### src/rtl/dense_sched_pkg.sv
// Shared types and constants for the dense-layer scheduler.
package dense_sched_pkg;

    typedef enum logic [2:0] {
        S_IDLE    = 3'd0,
        S_FWD     = 3'd1,
        S_DRAIN_F = 3'd2,
        S_BWD     = 3'd3,
        S_DRAIN_B = 3'd4,
        S_DONE    = 3'd5
    } state_e;

    localparam int unsigned DENSE_FWD = 0;
    localparam int unsigned DENSE_BWD = 1;

endpackage

### src/rtl/inflight_counter.sv
// Outstanding-operation counter: saturates at both ends, flags underflow.
module inflight_counter #(
    parameter int unsigned max_inflight = 15
) (
    input  logic                                clk,
    input  logic                                reset,
    input  logic                                inc,
    input  logic                                dec,
    output logic [$clog2(max_inflight + 1)-1:0] count,
    output logic                                full,
    output logic                                empty,
    output logic                                underflow
);

    localparam int unsigned CNT_W = $clog2(max_inflight + 1);

    logic [CNT_W-1:0] count_q, count_d;
    logic             full_q, empty_q, underflow_q;

    // Next count: simultaneous inc and dec cancel; both ends saturate.
    always_comb begin
        count_d = count_q;
        if (inc && !dec && (count_q != CNT_W'(max_inflight))) begin
            count_d = count_q + CNT_W'(1);
        end else if (dec && !inc && (count_q != '0)) begin
            count_d = count_q - CNT_W'(1);
        end
    end

    // Count and status flags, all registered.
    always_ff @(posedge clk) begin
        if (reset) begin
            count_q     <= '0;
            full_q      <= 1'b0;
            empty_q     <= 1'b1;
            underflow_q <= 1'b0;
        end else begin
            count_q     <= count_d;
            full_q      <= (count_d == CNT_W'(max_inflight));
            empty_q     <= (count_d == '0);
            underflow_q <= dec && (count_q == '0);
        end
    end

    assign count     = count_q;
    assign full      = full_q;
    assign empty     = empty_q;
    assign underflow = underflow_q;

endmodule

### src/rtl/dense_layer_scheduler.sv
// Walks layers/rows for forward (and optional backward) passes, issuing one
// row op per accepted cycle and draining each layer before the next starts.
module dense_layer_scheduler
    import dense_sched_pkg::*;
#(
    parameter int unsigned max_layers      = 8,
    parameter int unsigned row_w           = 16,
    parameter int unsigned max_inflight    = 15,
    parameter int unsigned dense_type_size = 4,
    parameter int unsigned act_type_size   = 4,
    parameter int unsigned cost_type_size  = 8
) (
    input  logic                            clk,
    input  logic                            reset,
    input  logic                            cfg_we,
    input  logic [$clog2(max_layers)-1:0]   cfg_addr,
    input  logic [row_w-1:0]                cfg_rows,
    input  logic [$clog2(max_layers):0]     num_layers,
    input  logic                            train,
    input  logic [act_type_size-1:0]        act_type,
    input  logic [cost_type_size-1:0]       cost_type,
    input  logic                            start,
    output logic                            issue_valid,
    input  logic                            issue_ready,
    output logic [31:0]                     w_layer_index,
    output logic [31:0]                     w_row_index,
    output logic [dense_type_size-1:0]      dense_type,
    output logic                            is_update,
    output logic                            backprop_cost,
    output logic                            is_cost_layer,
    output logic [act_type_size-1:0]        act_type_out,
    output logic [cost_type_size-1:0]       cost_type_out,
    input  logic                            result_valid,
    output logic                            busy,
    output logic                            done,
    output logic                            err_underflow
);

    localparam int unsigned LAYER_W = $clog2(max_layers);
    localparam int unsigned NL_W    = LAYER_W + 1;
    localparam int unsigned CNT_W   = $clog2(max_inflight + 1);

    state_e                      state_q, state_d;
    logic [LAYER_W-1:0]          layer_q, layer_d;
    logic [row_w-1:0]            row_q, row_d;
    logic [NL_W-1:0]             nlayers_q, nlayers_d;
    logic                        train_q, train_d;
    logic [act_type_size-1:0]    act_q, act_d;
    logic [cost_type_size-1:0]   cost_q, cost_d;
    logic [row_w-1:0]            rows_q [max_layers];
    logic                        issue_valid_q, issue_valid_d;
    logic [dense_type_size-1:0]  dense_type_q, dense_type_d;
    logic                        is_update_q, is_update_d;
    logic                        backprop_cost_q, backprop_cost_d;
    logic                        is_cost_layer_q, is_cost_layer_d;
    logic                        busy_q, busy_d;
    logic                        done_q, done_d;
    logic                        err_q, err_d;

    logic                        accept;
    logic                        full_next;
    logic                        last_layer_next;
    logic                        fwd_next, bwd_next;
    logic [CNT_W-1:0]            inflight;
    logic                        inflight_full, inflight_empty, inflight_underflow;

    assign accept = issue_valid_q && issue_ready;

    // Will the counter sit at the limit after this edge? Gates the next issue.
    assign full_next = (inflight_full && !result_valid) ||
                       ((inflight == CNT_W'(max_inflight - 1)) && accept && !result_valid);

    inflight_counter #(
        .max_inflight (max_inflight)
    ) u_inflight (
        .clk       (clk),
        .reset     (reset),
        .inc       (accept),
        .dec       (result_valid),
        .count     (inflight),
        .full      (inflight_full),
        .empty     (inflight_empty),
        .underflow (inflight_underflow)
    );

    // Row-count table; writes only land while idle.
    always_ff @(posedge clk) begin
        if (reset) begin
            for (int i = 0; i < max_layers; i++) rows_q[i] <= '0;
        end else if (cfg_we && (state_q == S_IDLE)) begin
            rows_q[cfg_addr] <= cfg_rows;
        end
    end

    // Next-state, walk position and registered issue bundle.
    always_comb begin
        state_d   = state_q;
        layer_d   = layer_q;
        row_d     = row_q;
        nlayers_d = nlayers_q;
        train_d   = train_q;
        act_d     = act_q;
        cost_d    = cost_q;
        err_d     = err_q;

        case (state_q)
            S_IDLE: begin
                if (start) begin
                    nlayers_d = num_layers;
                    train_d   = train;
                    act_d     = act_type;
                    cost_d    = cost_type;
                    layer_d   = '0;
                    row_d     = '0;
                    err_d     = 1'b0;
                    state_d   = (num_layers == '0) ? S_DONE : S_FWD;
                end
            end
            S_FWD, S_BWD: begin
                if (accept) row_d = row_q + row_w'(1);
                if (row_d >= rows_q[layer_q]) begin
                    state_d = (state_q == S_FWD) ? S_DRAIN_F : S_DRAIN_B;
                end
            end
            S_DRAIN_F: begin
                if (inflight_empty) begin
                    row_d = '0;
                    if ((NL_W'(layer_q) + NL_W'(1)) < nlayers_q) begin
                        layer_d = layer_q + LAYER_W'(1);
                        state_d = S_FWD;
                    end else if (train_q) begin
                        layer_d = LAYER_W'(nlayers_q - NL_W'(1));
                        state_d = S_BWD;
                    end else begin
                        state_d = S_DONE;
                    end
                end
            end
            S_DRAIN_B: begin
                if (inflight_empty) begin
                    row_d = '0;
                    if (layer_q != '0) begin
                        layer_d = layer_q - LAYER_W'(1);
                        state_d = S_BWD;
                    end else begin
                        state_d = S_DONE;
                    end
                end
            end
            S_DONE:  state_d = S_IDLE;
            default: state_d = S_IDLE;
        endcase

        if (inflight_underflow) err_d = 1'b1;

        fwd_next        = (state_d == S_FWD);
        bwd_next        = (state_d == S_BWD);
        last_layer_next = ((NL_W'(layer_d) + NL_W'(1)) == nlayers_d);
        issue_valid_d   = (fwd_next || bwd_next) && (row_d < rows_q[layer_d]) && !full_next;
        dense_type_d    = bwd_next ? dense_type_size'(DENSE_BWD) : dense_type_size'(DENSE_FWD);
        is_update_d     = bwd_next && train_d;
        backprop_cost_d = bwd_next && last_layer_next;
        is_cost_layer_d = fwd_next && train_d && last_layer_next;
        busy_d          = (state_d != S_IDLE);
        done_d          = (state_q == S_DONE);
    end

    // State and output registers.
    always_ff @(posedge clk) begin
        if (reset) begin
            state_q         <= S_IDLE;
            layer_q         <= '0;
            row_q           <= '0;
            nlayers_q       <= '0;
            train_q         <= 1'b0;
            act_q           <= '0;
            cost_q          <= '0;
            issue_valid_q   <= 1'b0;
            dense_type_q    <= '0;
            is_update_q     <= 1'b0;
            backprop_cost_q <= 1'b0;
            is_cost_layer_q <= 1'b0;
            busy_q          <= 1'b0;
            done_q          <= 1'b0;
            err_q           <= 1'b0;
        end else begin
            state_q         <= state_d;
            layer_q         <= layer_d;
            row_q           <= row_d;
            nlayers_q       <= nlayers_d;
            train_q         <= train_d;
            act_q           <= act_d;
            cost_q          <= cost_d;
            issue_valid_q   <= issue_valid_d;
            dense_type_q    <= dense_type_d;
            is_update_q     <= is_update_d;
            backprop_cost_q <= backprop_cost_d;
            is_cost_layer_q <= is_cost_layer_d;
            busy_q          <= busy_d;
            done_q          <= done_d;
            err_q           <= err_d;
        end
    end

    assign issue_valid   = issue_valid_q;
    assign w_layer_index = 32'(layer_q);
    assign w_row_index   = 32'(row_q);
    assign dense_type    = dense_type_q;
    assign is_update     = is_update_q;
    assign backprop_cost = backprop_cost_q;
    assign is_cost_layer = is_cost_layer_q;
    assign act_type_out  = act_q;
    assign cost_type_out = cost_q;
    assign busy          = busy_q;
    assign done          = done_q;
    assign err_underflow = err_q;

endmodule

### config.mk
export PLATFORM = sky130hd
export DESIGN_NAME = dense_layer_scheduler
export DESIGN_NICKNAME = d
export VERILOG_FILES = /design/src/rtl/dense_sched_pkg.sv /design/src/rtl/inflight_counter.sv /design/src/rtl/dense_layer_scheduler.sv
export SDC_FILE = /design/constraint.sdc
export NUM_CORES = 1
export LEC_CHECK = 0
export BUFFER_PORTS_ARGS = -buffer_cell sky130_fd_sc_hd__buf_2
export CORE_ASPECT_RATIO = 1.1
export CORE_UTILIZATION = 25
export CTS_BUF_LIST = sky130_fd_sc_hd__clkbuf_16
export DETAILED_ROUTE_END_ITERATION = 16
export PLACE_DENSITY = 0.53
export SLEW_MARGIN = 15
export SYNTH_ARGS = -nofsm -noshare
export SYNTH_HDL_FRONTEND = slang
export SYNTH_SLANG_ARGS = --single-unit
### constraint.sdc
create_clock -name clk -period 7.6 [get_ports clk]
set_input_delay 1.14 -clock clk [delete_from_list [all_inputs] [get_ports clk]]
set_output_delay 1.14 -clock clk [all_outputs]
set_load 0.005 [all_outputs]
After elaboration in Yosys (flattened, before gate mapping)
Memory sizes are Yosys's and may differ from the RTL's. A register that Yosys moved wholly into a read port is not among the register bits.
Cells that the tools add are included.
W data, S select, Z words.
{"block": "totals", "memories": 1, "regBits": 57, "ramBits": 128, "romBits": 0, "wordCells": 118, "input_bits": 42, "latch_bits": 0}
{"memory": "rows_q", "words": 8, "width": 16, "rd": 2, "rd_clocked_by_memory_dff": 1, "wr": 8, "line": "dense_layer_scheduler.sv:50", "text": "logic [row_w-1:0] rows_q [max_layers];"}
{"block": "classes", "mul": 0, "eq_ne": 11, "reduce_logical": 35, "n_bitwise": 0, "add_sub_neg": 8, "div_mod_pow": 0, "magnitude_cmp": 3, "shifts": 0, "mux": 41}
{"cell": "$mux W16", "n": 5}
{"cell": "$mux W3", "n": 17}
{"cell": "$pmux W16 S3", "n": 1}
{"cell": "$add A16 B1 Y16 const B", "n": 1}
{"cell": "$ge A16 B16 Y1", "n": 1}
{"cell": "$logic_and A1 B1 Y1", "n": 16}
{"cell": "$lt A16 B16 Y1", "n": 1}
{"cell": "$mux W4", "n": 4}
{"cell": "$reduce_or A16 Y1", "n": 1}
{"cell": "$logic_not A4 Y1", "n": 3}
{"cell": "$mux W1", "n": 12}
{"cell": "$pmux W3 S4", "n": 1}
{"cell": "$eq A3 B2 Y1 const B", "n": 3}
{"cell": "$pmux W3 S3", "n": 1}
{"cell": "$add A3 B1 Y4 const B", "n": 2}
{"cell": "$eq A4 B4 Y1 const B", "n": 2}
{"cell": "$eq A3 B1 Y1 const B", "n": 2}
{"cell": "$eq A3 B3 Y1 const B", "n": 2}
{"cell": "$reduce_bool A3 Y1", "n": 2}
{"cell": "$sub A3 B1 Y3 const B", "n": 2}
{"cell": "$add A4 B1 Y4 const B", "n": 1}
{"cell": "$eq A4 B4 Y1", "n": 1}
{"cell": "$lt A4 B4 Y1", "n": 1}
{"cell": "$ne A4 B4 Y1 const B", "n": 1}
{"cell": "9 further kinds", "n": 15}

Depth between registers and ports, before layout
{"block": "depth", "depth_word": 10, "ltp_mapped": 22}

Cells and area by module
A second synthesis with hierarchy kept.
{"block": "hier_totals", "cells_unflattened": 1027, "hier_area_um2": 11094.4}
{"mod": "dense_layer_scheduler", "seq_area_each_um2": 4784.6, "n_inst": 1, "area_per_inst_um2": 10655.2, "cells_per_inst": 982}
{"mod": "inflight_counter", "seq_area_each_um2": 140.1, "n_inst": 1, "area_per_inst_um2": 439.2, "cells_per_inst": 45}

Worst setup path before layout
No wires, ideal clock.
{"block": "synth_path", "path_kind": "reg-to-reg", "startpoint": "register layer_q[2]", "endpoint": "register issue_valid_q (netlist: issue_valid)", "setup_slack_ps": 2952, "synth_period_minus_slack_ps": 4648, "path_stages_with_launch": 19, "arrival_ps": 4521, "setup_time_ps": 127, "cell_sequence": "dfxtp_1 buf_2 buf_1 buf_1 xor2_1 ha_1 or3_4 o221ai_1 a21oi_1 o211ai_1 clkbuf_1 a211oi_1 a211oi_1 a21oi_1 ha_1 nand4_1 or2_2 nor4_1 a21oi_1"}
{"block": "synth_between", "elab_chain_len": 9, "elab_cells_between_ends": 24, "cone_classes": "3 x add/sub; 2 x order compare; 2 x eq/ne; 12 x mux; 4 x reduce/logical; 1 x memory"}
{"item": "start, declared", "line": "dense_layer_scheduler.sv:44", "text": "logic [LAYER_W-1:0] layer_q, layer_d;"}
{"item": "start signal, assigned", "line": "dense_layer_scheduler.sv:188", "text": "layer_q <= layer_d;"}
{"item": "$add A3 B1 Y4", "line": "dense_layer_scheduler.sv:128", "text": "if ((NL_W'(layer_q) + NL_W'(1)) < nlayers_q) begin"}
{"item": "$lt A4 B4 Y1", "line": "dense_layer_scheduler.sv:128"}
{"item": "$mux W3", "line": "dense_layer_scheduler.sv:128"}
{"item": "$mux W3", "line": "dense_layer_scheduler.sv:126", "text": "if (inflight_empty) begin"}
{"item": "$pmux W3 S3 / $pmux W3 S4 (equally long branches)", "line": "dense_layer_scheduler.sv:106", "text": "case (state_q)"}
{"item": "$mem_v2 Z8 W16 (tied with other cells)"}
{"item": "$lt A16 B16 Y1 / $logic_or A1 B1 Y1 (equally long branches)", "line": "dense_layer_scheduler.sv:159", "text": "issue_valid_d = (fwd_next || bwd_next) && (row_d < rows_q[layer_d]) && !full_next;"}
{"item": "$logic_and A1 B1 Y1 * (2 in a row)", "line": "dense_layer_scheduler.sv:159"}
{"item": "end signal, assigned", "line": "dense_layer_scheduler.sv:194", "text": "issue_valid_q <= issue_valid_d;"}
{"item": "end, declared", "line": "dense_layer_scheduler.sv:51", "text": "logic issue_valid_q, issue_valid_d;"}
Every way passes the cells marked *; elsewhere a longest branch is shown, timed or not.
A chain may end at the register's enable or synchronous reset.

Final worst setup path
Same ends and word-level chain as after synthesis.

==> run metrics <==
register area share after synthesis=44.82%; cell count after synthesis=1023; CP Data Arrival Time=5.38 ns; Synth cell types=70; number of remaining DRC errors=0; RSZ-0062 raised after global routing=false; crit path launch type=register; vias after detailed routing=7678; fin. max-slew vios=0; Hold WC Path Type=reg2reg; clock-pin slew on the worst setup and hold paths=0.08 ns; clk sink count=182; layout cell share with drive strength beyond 1=17.57%; fmax=a little under 200 MHz; CTS max path bufs=2; RD Place Congestion=0.7754; port buffer count=80; die area=44790 µm²; clock buffer count from CTS=17; cts-stage hold buffer count=0; Worst Setup End Kind=register; final period utilization=66.44%; Final min period=a little over 5 ns; Post-synth EDFFs=128; Synth top area share=34.98%; dpl cells=between 1500 and 2000; drt pass-1 iters=4; setup TNS=0 ns; Net Sw Power=0.0006486 W; Final nets=1165; I/O pin cnt=~130; Global Route Usage Sum=between 10% and 20%; Leak=4.695 nW; asr flop ratio synth=0%; routed vias/inst=4.600; antenna violations before repair=6; Clock power frac=38.4%; core area=43340 µm²; global route overflow=0; ys flop type=edfxtp_1; Final ANT Viol Nets=0; register bit total from synthesis=around 180; final setup violation count=0; Worst-Skew Late Latency=0.45 ns; post-cts gate resize count=0; status=completed; setup bufs post-CTS=0; Final Non-Filler Cells=between 1500 and 2000; Flop pwr share=50.2%; Initial Util=roughly 25%; DR iter-0 viols=492; Worst Tran Pin Value=~0.86 ns; Die Ht=221.9 µm; Die Wd=201.9 µm; row count=80; Sw Ratio=28.16%; worst reg2reg setup slack=2.55 ns; Mapped Area=~11000 µm²; largest net degree at the start of global routing=65; PD cells=185.6 nW/µm²; root buffer cell=clkbuf_16; maximum fanout along the worst path=39; area delta synth->final=12.94%; Layout Skew=roughly 0.012 ns; CP max-delay cell=dfxtp_1; Worst slew margin=a little over two fifths; kind of critical path=reg2reg; dpl hpwl=20490 µm; Total Wirelength=29940 µm; data required time of the worst path=7.93 ns; crit-path cells=xor2_1, ha_1, or3_4, o22ai_2, mux2i_1, a211oi_4, inv_2, buf_4, and2_1, a211oi_1, a21oi_1, a21oi_1, ha_1, nand4_1, or2_2, nor4_1, a21oi_1; CP peak stage delay=0.83 ns; leading area contributor after synthesis=edfxtp_1; combinational share of power=11.5%; maximum vdd ir drop=approximately 0.00017 V; number of max-cap violations=0; leading cell types by total area after synthesis=edfxtp_1 (35%), dfxtp_1 (9.8%), and2_1 (8.9%), mux4_2 (6.6%), ha_1 (4.9%); Int Power=0.001655 W; post-DR wirelength/cell=~18 µm; CTS tree=yes; H-tree depth=4; vias in the first global route=roughly 7700; Hold Violations, Final=0; Crit path top cell by count=a21oi_1; global-route wire length before repair=~46000 µm; yosys warns=0; Avg Cell Area, Syn=between 10 and 15 µm²
cell usage after synthesis (all sizes together), types with 22 or more instances:
cell type and count:
nand2 51, ha 43, mux2i 51, dfxtp 54, mux4 32, nor2 42, a211oi 49, and2 159
a21oi 61, edfxtp 128, buf 65, inv 22, o21ai 30, clkbuf 43
worst paths after layout:
| path | depth (start not counted) | startpoint | endpoint |
|---|---|---|---|
| worst max-delay path | 17 | layer_q[2] | issue_valid |
| worst min-delay path | 2 | u_inflight.underflow | err_underflow |
| worst max register to register | 17 | layer_q[2] | issue_valid |
| worst min register to register | 2 | u_inflight.underflow | err_underflow |
worst max-delay path: cells and delay by family (launching register included):
| kind | cells | cell delay (ns) |
|---|---|---|
| xor gates and xnor gates | 1 | 0.15 |
| AOI/OAI and AO/OA | 6 | 0.74 |
| muxes | 1 | 0.30 |
| and+or+nand+nor | 5 | 1.30 |
| DFF | 1 | 0.83 |
| adders and majority gates | 2 | 0.54 |
| buffers and inverters | 2 | 1.07 |
state kept, by name, summed over array words and instances, names as in the netlist:
name / cells
rows_q: 128
row_q: 16
cost_type_out: 8
act_type_out: 4
nlayers_q: 4
u_inflight.count: 4
layer_q: 3
state_q: 3
backprop_cost: 1
busy: 1
dense_type: 1
done: 1
err_underflow: 1
is_cost_layer: 1
is_update: 1
issue_valid: 1
train_q: 1
u_inflight.empty: 1
u_inflight.full: 1
u_inflight.underflow: 1
metal layers:
| layer | vias to the layer above | global-route usage (%) | wire, µm |
|---|---|---|---|
| met5 | - | 0 | 50 |
| met3 | 36 | 3.219 | 1645 |
| li1 | 3758 | - | - |
| met4 | 8 | 4.692 | 571 |
| met2 | 205 | 23.41 | 14920 |
| met1 | 3671 | 16.61 | 12750 |
cells in the final DEF, fill, tap and decap left out, types with 9 or more instances in the layout:
cell,netlist,routed
nand2_1,51,51
o211ai_1,9,9
dfxtp_1,54,53
mux2i_1,51,51
buf_4,48,19
nand2b_1,9,9
edfxtp_1,128,128
nor2_1,41,36
nor2b_1,18,18
a21o_1,9,9
or2_2,13,13
clkbuf_16,0,17
xnor2_1,16,16
o21ai_0,28,28
conb_1,1,48
mux4_2,32,32
a211oi_1,48,48
inv_1,21,22
nand3_1,20,20
a21oi_1,61,61
buf_2,8,80
xor2_1,9,9
and3_1,11,11
ha_1,43,43
and2_1,156,156
layout make-up:
cell class                      instances  area [µm²]
Antenna cell                            2       5.005
Clock buffer                           17       425.4
Clock inverter                         15       157.7
Fill cell                            4453       30930
Inverter                               22       82.58
Multi-Input combinational cell        758        5550
Sequential cell                       182        4926
Tap cell                              574       718.2
Timing Repair Buffer                   99       543.0
power groups by stage:
stage | clock [W] | sequential (W) | combinational (W)
3_3_place_gp | 0 | 0.00118 | 0.000260
2_1_floorplan | 0 | 0.00116 | 0.000206
6_report | 0.000884 | 0.00116 | 0.000264
5_1_grt | 0.000944 | 0.00116 | 0.000299
3_5_place_dp | 0 | 0.00118 | 0.000266
4_1_cts | 0.000901 | 0.00116 | 0.000268
cell families after synthesis:
kind of cell / Yosys count / synth area share (%)
other cells: 1 / 0.03413
fa+ha+maj: 43 / 4.897
xor+xnor: 25 / 1.993
buf+inv: 130 / 6.377
mux: 88 / 11.72
compound gates: 203 / 12.23
simple gates: 351 / 17.93
flops: 182 / 44.82
per-stage QoR:
step                area, µm²  power, W  hold WS, ns  util [%]  setup WS [ns]
floorplan               11160  0.001364       0.4130         -          2.952
global placement        11820  0.001437       0.4212     27.27          2.348
detailed placement      11820  0.001444       0.4249     27.27          2.190
CTS                     12400  0.002324       0.4448     28.62          2.478
global route            12400  0.002407       0.4747     28.62          2.177
finish                  12410  0.002304       0.4416     28.63          2.551
Power figures use the tool's default switching activity.
